<file path="src/rtl/execute_cycle.sv">
`default_nettype none
// execute_cycle: E stage - operand forwarding, ALU, branch resolution and the E/M pipeline register.
// Define MUL_EN to build the iterative shift-add multiplier, which stalls upstream through BusyE.
module execute_cycle #(
    parameter int XLEN       = 32,
    parameter int MUL_CYCLES = 32
) (
    input  logic            clk,
    input  logic            rst,
    input  logic            RegWriteE,
    input  logic            MemWriteE,
    input  logic            ResultSrcE,
    input  logic            ALUSrcE,
    input  logic            BranchE,
    input  logic            MulE,
    input  logic [2:0]      ALUControlE,
    input  logic [XLEN-1:0] RD1_E,
    input  logic [XLEN-1:0] RD2_E,
    input  logic [XLEN-1:0] Imm_Ext_E,
    input  logic [4:0]      RD_E,
    input  logic [XLEN-1:0] PCE,
    input  logic [XLEN-1:0] PCPlus4E,
    input  logic [1:0]      ForwardA_E,
    input  logic [1:0]      ForwardB_E,
    input  logic [XLEN-1:0] ResultW,
    output logic            PCSrcE,
    output logic [XLEN-1:0] PCTargetE,
    output logic            BusyE,
    output logic            RegWriteM,
    output logic            MemWriteM,
    output logic            ResultSrcM,
    output logic [4:0]      RD_M,
    output logic [XLEN-1:0] PCPlus4M,
    output logic [XLEN-1:0] WriteDataM,
    output logic [XLEN-1:0] ALU_ResultM
);
    logic [XLEN-1:0] src_a, write_data, src_b, alu_result;
    logic            zero, alu_lt;
    logic            mul_bubble, mul_done;
    logic [XLEN-1:0] mul_product;

    always_comb begin
        case (ForwardA_E)
            2'b01:   src_a = ResultW;
            2'b10:   src_a = ALU_ResultM;
            default: src_a = RD1_E;
        endcase
        case (ForwardB_E)
            2'b01:   write_data = ResultW;
            2'b10:   write_data = ALU_ResultM;
            default: write_data = RD2_E;
        endcase
    end

    assign src_b  = ALUSrcE ? Imm_Ext_E : write_data;
    assign alu_lt = $signed(src_a) < $signed(src_b);

    always_comb begin
        case (ALUControlE)
            3'b000:  alu_result = src_a + src_b;
            3'b001:  alu_result = src_a - src_b;
            3'b010:  alu_result = src_a & src_b;
            3'b011:  alu_result = src_a | src_b;
            3'b101:  alu_result = {{(XLEN-1){1'b0}}, alu_lt};
            default: alu_result = '0;
        endcase
    end

    assign zero      = (alu_result == '0);
    assign PCTargetE = PCE + Imm_Ext_E;

`ifdef MUL_EN
    localparam int               CNT_W     = $clog2(MUL_CYCLES);
    localparam logic [CNT_W-1:0] LAST_ITER = CNT_W'(MUL_CYCLES - 1);
    localparam logic [0:0]       S_IDLE    = 1'b0;
    localparam logic [0:0]       S_BUSY    = 1'b1;

    logic [0:0]       state, state_next;
    logic [CNT_W-1:0] mul_count;
    logic [XLEN-1:0]  mul_mcand, mul_mplier, mul_acc, mul_sum;
    logic             mul_start, mul_last;

    assign mul_last    = (mul_count == LAST_ITER);
    assign mul_sum     = mul_mplier[0] ? (mul_acc + mul_mcand) : mul_acc;
    assign mul_product = mul_sum;
    assign PCSrcE      = BranchE & zero & ~MulE;

    always_ff @(posedge clk or negedge rst) begin
        if (!rst) state <= S_IDLE;
        else      state <= state_next;
    end

    always_comb begin
        state_next = state;
        case (state)
            S_IDLE:  if (MulE)     state_next = S_BUSY;
            S_BUSY:  if (mul_last) state_next = S_IDLE;
            default: state_next = S_IDLE;
        endcase
    end

    always_comb begin
        mul_start  = 1'b0;
        mul_bubble = 1'b0;
        mul_done   = 1'b0;
        BusyE      = 1'b0;
        case (state)
            S_IDLE: if (MulE) begin
                mul_start  = 1'b1;
                mul_bubble = 1'b1;
                BusyE      = 1'b1;
            end
            S_BUSY: if (mul_last) begin
                mul_done   = 1'b1;
            end else begin
                mul_bubble = 1'b1;
                BusyE      = 1'b1;
            end
            default: ;
        endcase
        // The stall must drop as soon as reset is applied, even with MulE still high
        if (!rst) BusyE = 1'b0;
    end

    always_ff @(posedge clk or negedge rst) begin
        if (!rst) begin
            mul_count  <= '0;
            mul_mcand  <= '0;
            mul_mplier <= '0;
            mul_acc    <= '0;
        end else if (mul_start) begin
            mul_count  <= '0;
            mul_mcand  <= src_a;
            mul_mplier <= src_b;
            mul_acc    <= '0;
        end else if (state == S_BUSY) begin
            mul_count  <= mul_last ? '0 : mul_count + 1'b1;
            mul_mcand  <= mul_mcand << 1;
            mul_mplier <= mul_mplier >> 1;
            mul_acc    <= mul_sum;
        end
    end
`else
    logic unused_mul;
    assign unused_mul  = MulE ^ (MUL_CYCLES != XLEN);
    assign BusyE       = 1'b0;
    assign mul_bubble  = 1'b0;
    assign mul_done    = 1'b0;
    assign mul_product = '0;
    assign PCSrcE      = BranchE & zero;
`endif

    always_ff @(posedge clk or negedge rst) begin
        if (!rst) begin
            RegWriteM   <= 1'b0;
            MemWriteM   <= 1'b0;
            ResultSrcM  <= 1'b0;
            RD_M        <= '0;
            PCPlus4M    <= '0;
            WriteDataM  <= '0;
            ALU_ResultM <= '0;
        end else if (mul_bubble) begin
            RegWriteM   <= 1'b0;
            MemWriteM   <= 1'b0;
            ResultSrcM  <= 1'b0;
            RD_M        <= '0;
            PCPlus4M    <= '0;
            WriteDataM  <= '0;
            ALU_ResultM <= '0;
        end else if (mul_done) begin
            RegWriteM   <= RegWriteE;
            MemWriteM   <= 1'b0;
            ResultSrcM  <= ResultSrcE;
            RD_M        <= RD_E;
            PCPlus4M    <= PCPlus4E;
            WriteDataM  <= '0;
            ALU_ResultM <= mul_product;
        end else begin
            RegWriteM   <= RegWriteE;
            MemWriteM   <= MemWriteE;
            ResultSrcM  <= ResultSrcE;
            RD_M        <= RD_E;
            PCPlus4M    <= PCPlus4E;
            WriteDataM  <= write_data;
            ALU_ResultM <= alu_result;
        end
    end
endmodule
`default_nettype wire

</file>
<file path="config.mk">
export PLATFORM = sky130hd
export DESIGN_NAME = execute_cycle
export DESIGN_NICKNAME = d
export VERILOG_FILES = /design/src/rtl/execute_cycle.sv
export SDC_FILE = /design/constraint.sdc
export NUM_CORES = 1
export LEC_CHECK = 0
export ABC_AREA = 0
export ABC_CLOCK_PERIOD_IN_PS = 9200
export CORE_MARGIN = 8
export CORE_UTILIZATION = 52
export DETAILED_ROUTE_END_ITERATION = 7
export PLACE_DENSITY = 0.89
export SKIP_CTS_REPAIR_TIMING = 1
export SLEW_MARGIN = 20
export SYNTH_ARGS = -nofsm -noshare
export SYNTH_HDL_FRONTEND = slang
export SYNTH_SLANG_ARGS = --single-unit
</file>
<file path="constraint.sdc">
create_clock -name clk -period 9.2 [get_ports clk]
set_input_delay 1.38 -clock clk [delete_from_list [all_inputs] [get_ports clk]]
set_output_delay 1.38 -clock clk [all_outputs]
set_load 0.05 [all_outputs]
</file>
==> summary.md <==
| Metric | Value |
|---|---|
| Num CTS Buffers | `9` |
| Synthesized instance count | `1409` |
| Via density | `6.04` |
| Clk_lat worst skew | `370 ps` |
| Pin count of the biggest net entering global routing | `64` |
| # port buffers | `around 350` |
| Fill count | `1608` |
| Die Y | `between 150 and 200 um` |
| Number of global-route vias before repair | `11684` |
| Power per cell area | `157 nW/um^2` |
| Post-route ant nets | `0` |
| WL final | `44500 um` |
| Sum Neg Setup Slack | `0 ps` |
| Layout overhead on the synthesized area | `37.3%` |
| Worst slew pin tran | `1010 ps` |
| Final std cell area, no fill | `14700 um^2` |
| CTS tree | `built` |
| Period utilization | `0.953` |
| Multi-input gate area in the final layout | `around 7300 um^2` |
| Final worst setup slack | `around 430 ps` |
| Initial antenna violation count | `3` |
| Top Ports | `350` |
| Setup violations, final | `0` |
| Reg clk slew, reported paths | `roughly 80 ps` |
| Distinct cell type count after synthesis | `81` |
| First-pass detailed-route iteration total | `6` |
| Maxcap violations | `0` |
| Placer congestion estimate | `0.992` |
| Outcome | `finished, final reports clean` |
| Final Skew | `10.9 ps` |
| Asr flop ratio synth | `1.00` |
| Sequential-to-total area share from yosys stat | `0.243` |
| Syn Nets | `1755` |
| DP HPWL | `35700 um` |
| Final min period | `8770 ps` |
| Worst Hold Depth | `4` |
| Setup crit start kind | `input port` |
| Post-route insts no fill | `1986` |
| Worst-path maximum fanout | `11` |
| Synth warn | `0` |
| CTS Sinks | `104` |
| Starting Density | `0.530` |
| Die W | `160 um` |
| Die ar. | `approximately 25000 um^2` |
| R2r worst-path depth | `17` |
| # DRC | `0` |
| H-tree Lvls | `3` |
| Pleak | `around 6.6 nW` |
| Worst hold path class | `reg2reg` |
| Post-synth EDFFs | `0` |
| Overflow after GRT | `0` |
| Wire length per cell | `22.4 um` |
| Placeable Area | `20200 um^2` |
| WS Path Type | `in2out` |
| Fmax | `around 110 MHz` |
| CP Data Required Time | `7820 ps` |
| Fin Hold WS | `660 ps` |
| Worst vdd ir | `0.0940 mV` |
| Nets | `2055` |
| Pins Over Slew Limit | `0` |
| CTS root buffer | `clkbuf_16` |
| Final hold violation count | `0` |
| Crit. End Element | `output pin` |
| Clock tree buffer depth | `2` |
| DP Worst Slack | `573 ps` |
| First-pass GRT wire length | `67400 um` |
| Number of DRC markers in iteration 0 | `1105` |
| Post-placement cell area | `14400 um^2` |
| Slew headroom | `0.328` |
| Worst path arrival time | `7390 ps` |
| Synth Flop Type | `dfrtp_1` |
| Via count | `roughly 12000` |
| Row cnt | `52` |
| Syn Area/Cell | `7.61 um^2` |
| Fraction of layout cells with a size suffix above 1 | `0.0362` |
| Number of cells after detailed placement | `1968` |
| RSZ-0062 raised after global routing | `false` |
| Post-synth design cell area | `around 11000 um^2` |
| Seq cells post-synth | `104` |
| Storage cell area | `2600 um^2` |
| All-Layer GR Usage | `0.331` |
layer usage:
layer  vias to the layer above  GRT usage  wire (um)
met4                         0      0.133       1760
met5                         -          0          0
li1                       5608          -          -
met1                      5609      0.400      17700
met2                       670      0.562      21200
met3                       108     0.0730       3810
final cells by class:
class	count	share of cell area
Timing Repair Buffer	366	0.248
Sequential cell	104	0.177
Inverter	144	0.0367
Clock inverter	6	0.00501
Tap cell	270	0.0229
Multi-Input combinational cell	1084	0.495
Clock buffer	9	0.0153
Antenna cell	3	0.000510
power by group:
group	internal, mW	switching, mW
registers	0.505	0.0297
logic	0.499	0.864
clock network	0.214	0.199
worst paths after layout:
path	startpoint	endpoint	slack, ps
setup / recovery	ForwardB_E[0]	PCSrcE	430
hold / removal	ALU_ResultM[13]	WriteDataM[13]	660
setup reg to reg	ALU_ResultM[3]	ALU_ResultM[29]	4630
hold reg to reg	ALU_ResultM[13]	WriteDataM[13]	660
max in group asynchronous	rst	WriteDataM[22]	6990
min in group asynchronous	rst	ALU_ResultM[1]	1090
synthesized netlist by cell type, types with 13 or more instances:
| library cell | count | share of area |
|---|---|---|
| nor2_1 | 123 | 0.043 |
| or3_1 | 13 | 0.0076 |
| dfrtp_1 | 104 | 0.24 |
| clkbuf_1 | 61 | 0.021 |
| a22oi_1 | 68 | 0.048 |
| xnor2_1 | 36 | 0.029 |
| inv_1 | 143 | 0.050 |
| nand3_1 | 35 | 0.016 |
| o21a_1 | 17 | 0.012 |
| ha_1 | 131 | 0.15 |
| nand2b_1 | 14 | 0.0082 |
| nor2b_1 | 17 | 0.0099 |
| o21ai_0 | 121 | 0.056 |
| a31oi_1 | 13 | 0.0076 |
| nor3_1 | 25 | 0.012 |
| o211ai_1 | 14 | 0.0098 |
| a21oi_1 | 107 | 0.050 |
| nand2_1 | 131 | 0.046 |
| a21o_1 | 23 | 0.016 |
placed cells by master, fill, tap and decap left out, types with 13 or more instances in the layout:
master,instances
a21o_1,23
a21oi_1,107
xnor2_1,36
o21a_1,17
o211ai_1,14
a31oi_1,13
nor2b_1,17
a22oi_1,68
clkdlybuf4s50_1,343
nor3_1,25
buf_4,17
dfrtp_1,104
or3_1,13
nor2_1,122
nand3_1,35
ha_1,129
nand2_1,131
o21ai_0,121
inv_1,143
nand2b_1,14
metrics by stage:
stage | utilization | power (mW)
finish | 0.728 | 2.31
global route | 0.728 | 2.42
CTS | 0.727 | 2.30
detailed placement | 0.713 | 1.88
global placement | 0.713 | 1.86
floorplan | - | 1.41
worst max-delay path, cell delays in order:
cell             delay [ps]
clkdlybuf4s50_1         480
ha_1                    600
a22oi_1                 190
nor2_1                  230
a21oi_1                  90
o21ai_0                 450
inv_1                   150
ha_1                    300
or4_1                   490
o21a_1                  260
o211a_1                 300
a21oi_1                 230
mux2i_1                 200
o311ai_0                240
nor4_1                  480
nand4b_1                230
and4b_1                 360
nand2_1                  90
a2111oi_2               430
buf_12                  200
kinds of logic (layout without fill, tap and decap cells):
family	after synthesis	count (layout)	synth area share
buffers and inverters	221	525	0.0790
DFF	104	104	0.243
other	1	4	0.000350
AOI/OAI and AO/OA	481	481	0.295
and+or+nand+nor	410	410	0.175
muxes	11	11	0.0115
xor gates and xnor gates	47	47	0.0384
adders and majority gates	134	134	0.158
flip-flops by register name (all words and copies together) (netlist names):
register	cells
ALU_ResultM	32
MemWriteM	1
PCPlus4M	32
RD_M	5
RegWriteM	1
ResultSrcM	1
WriteDataM	32
Note: power is estimated with default switching activity, not from simulation.
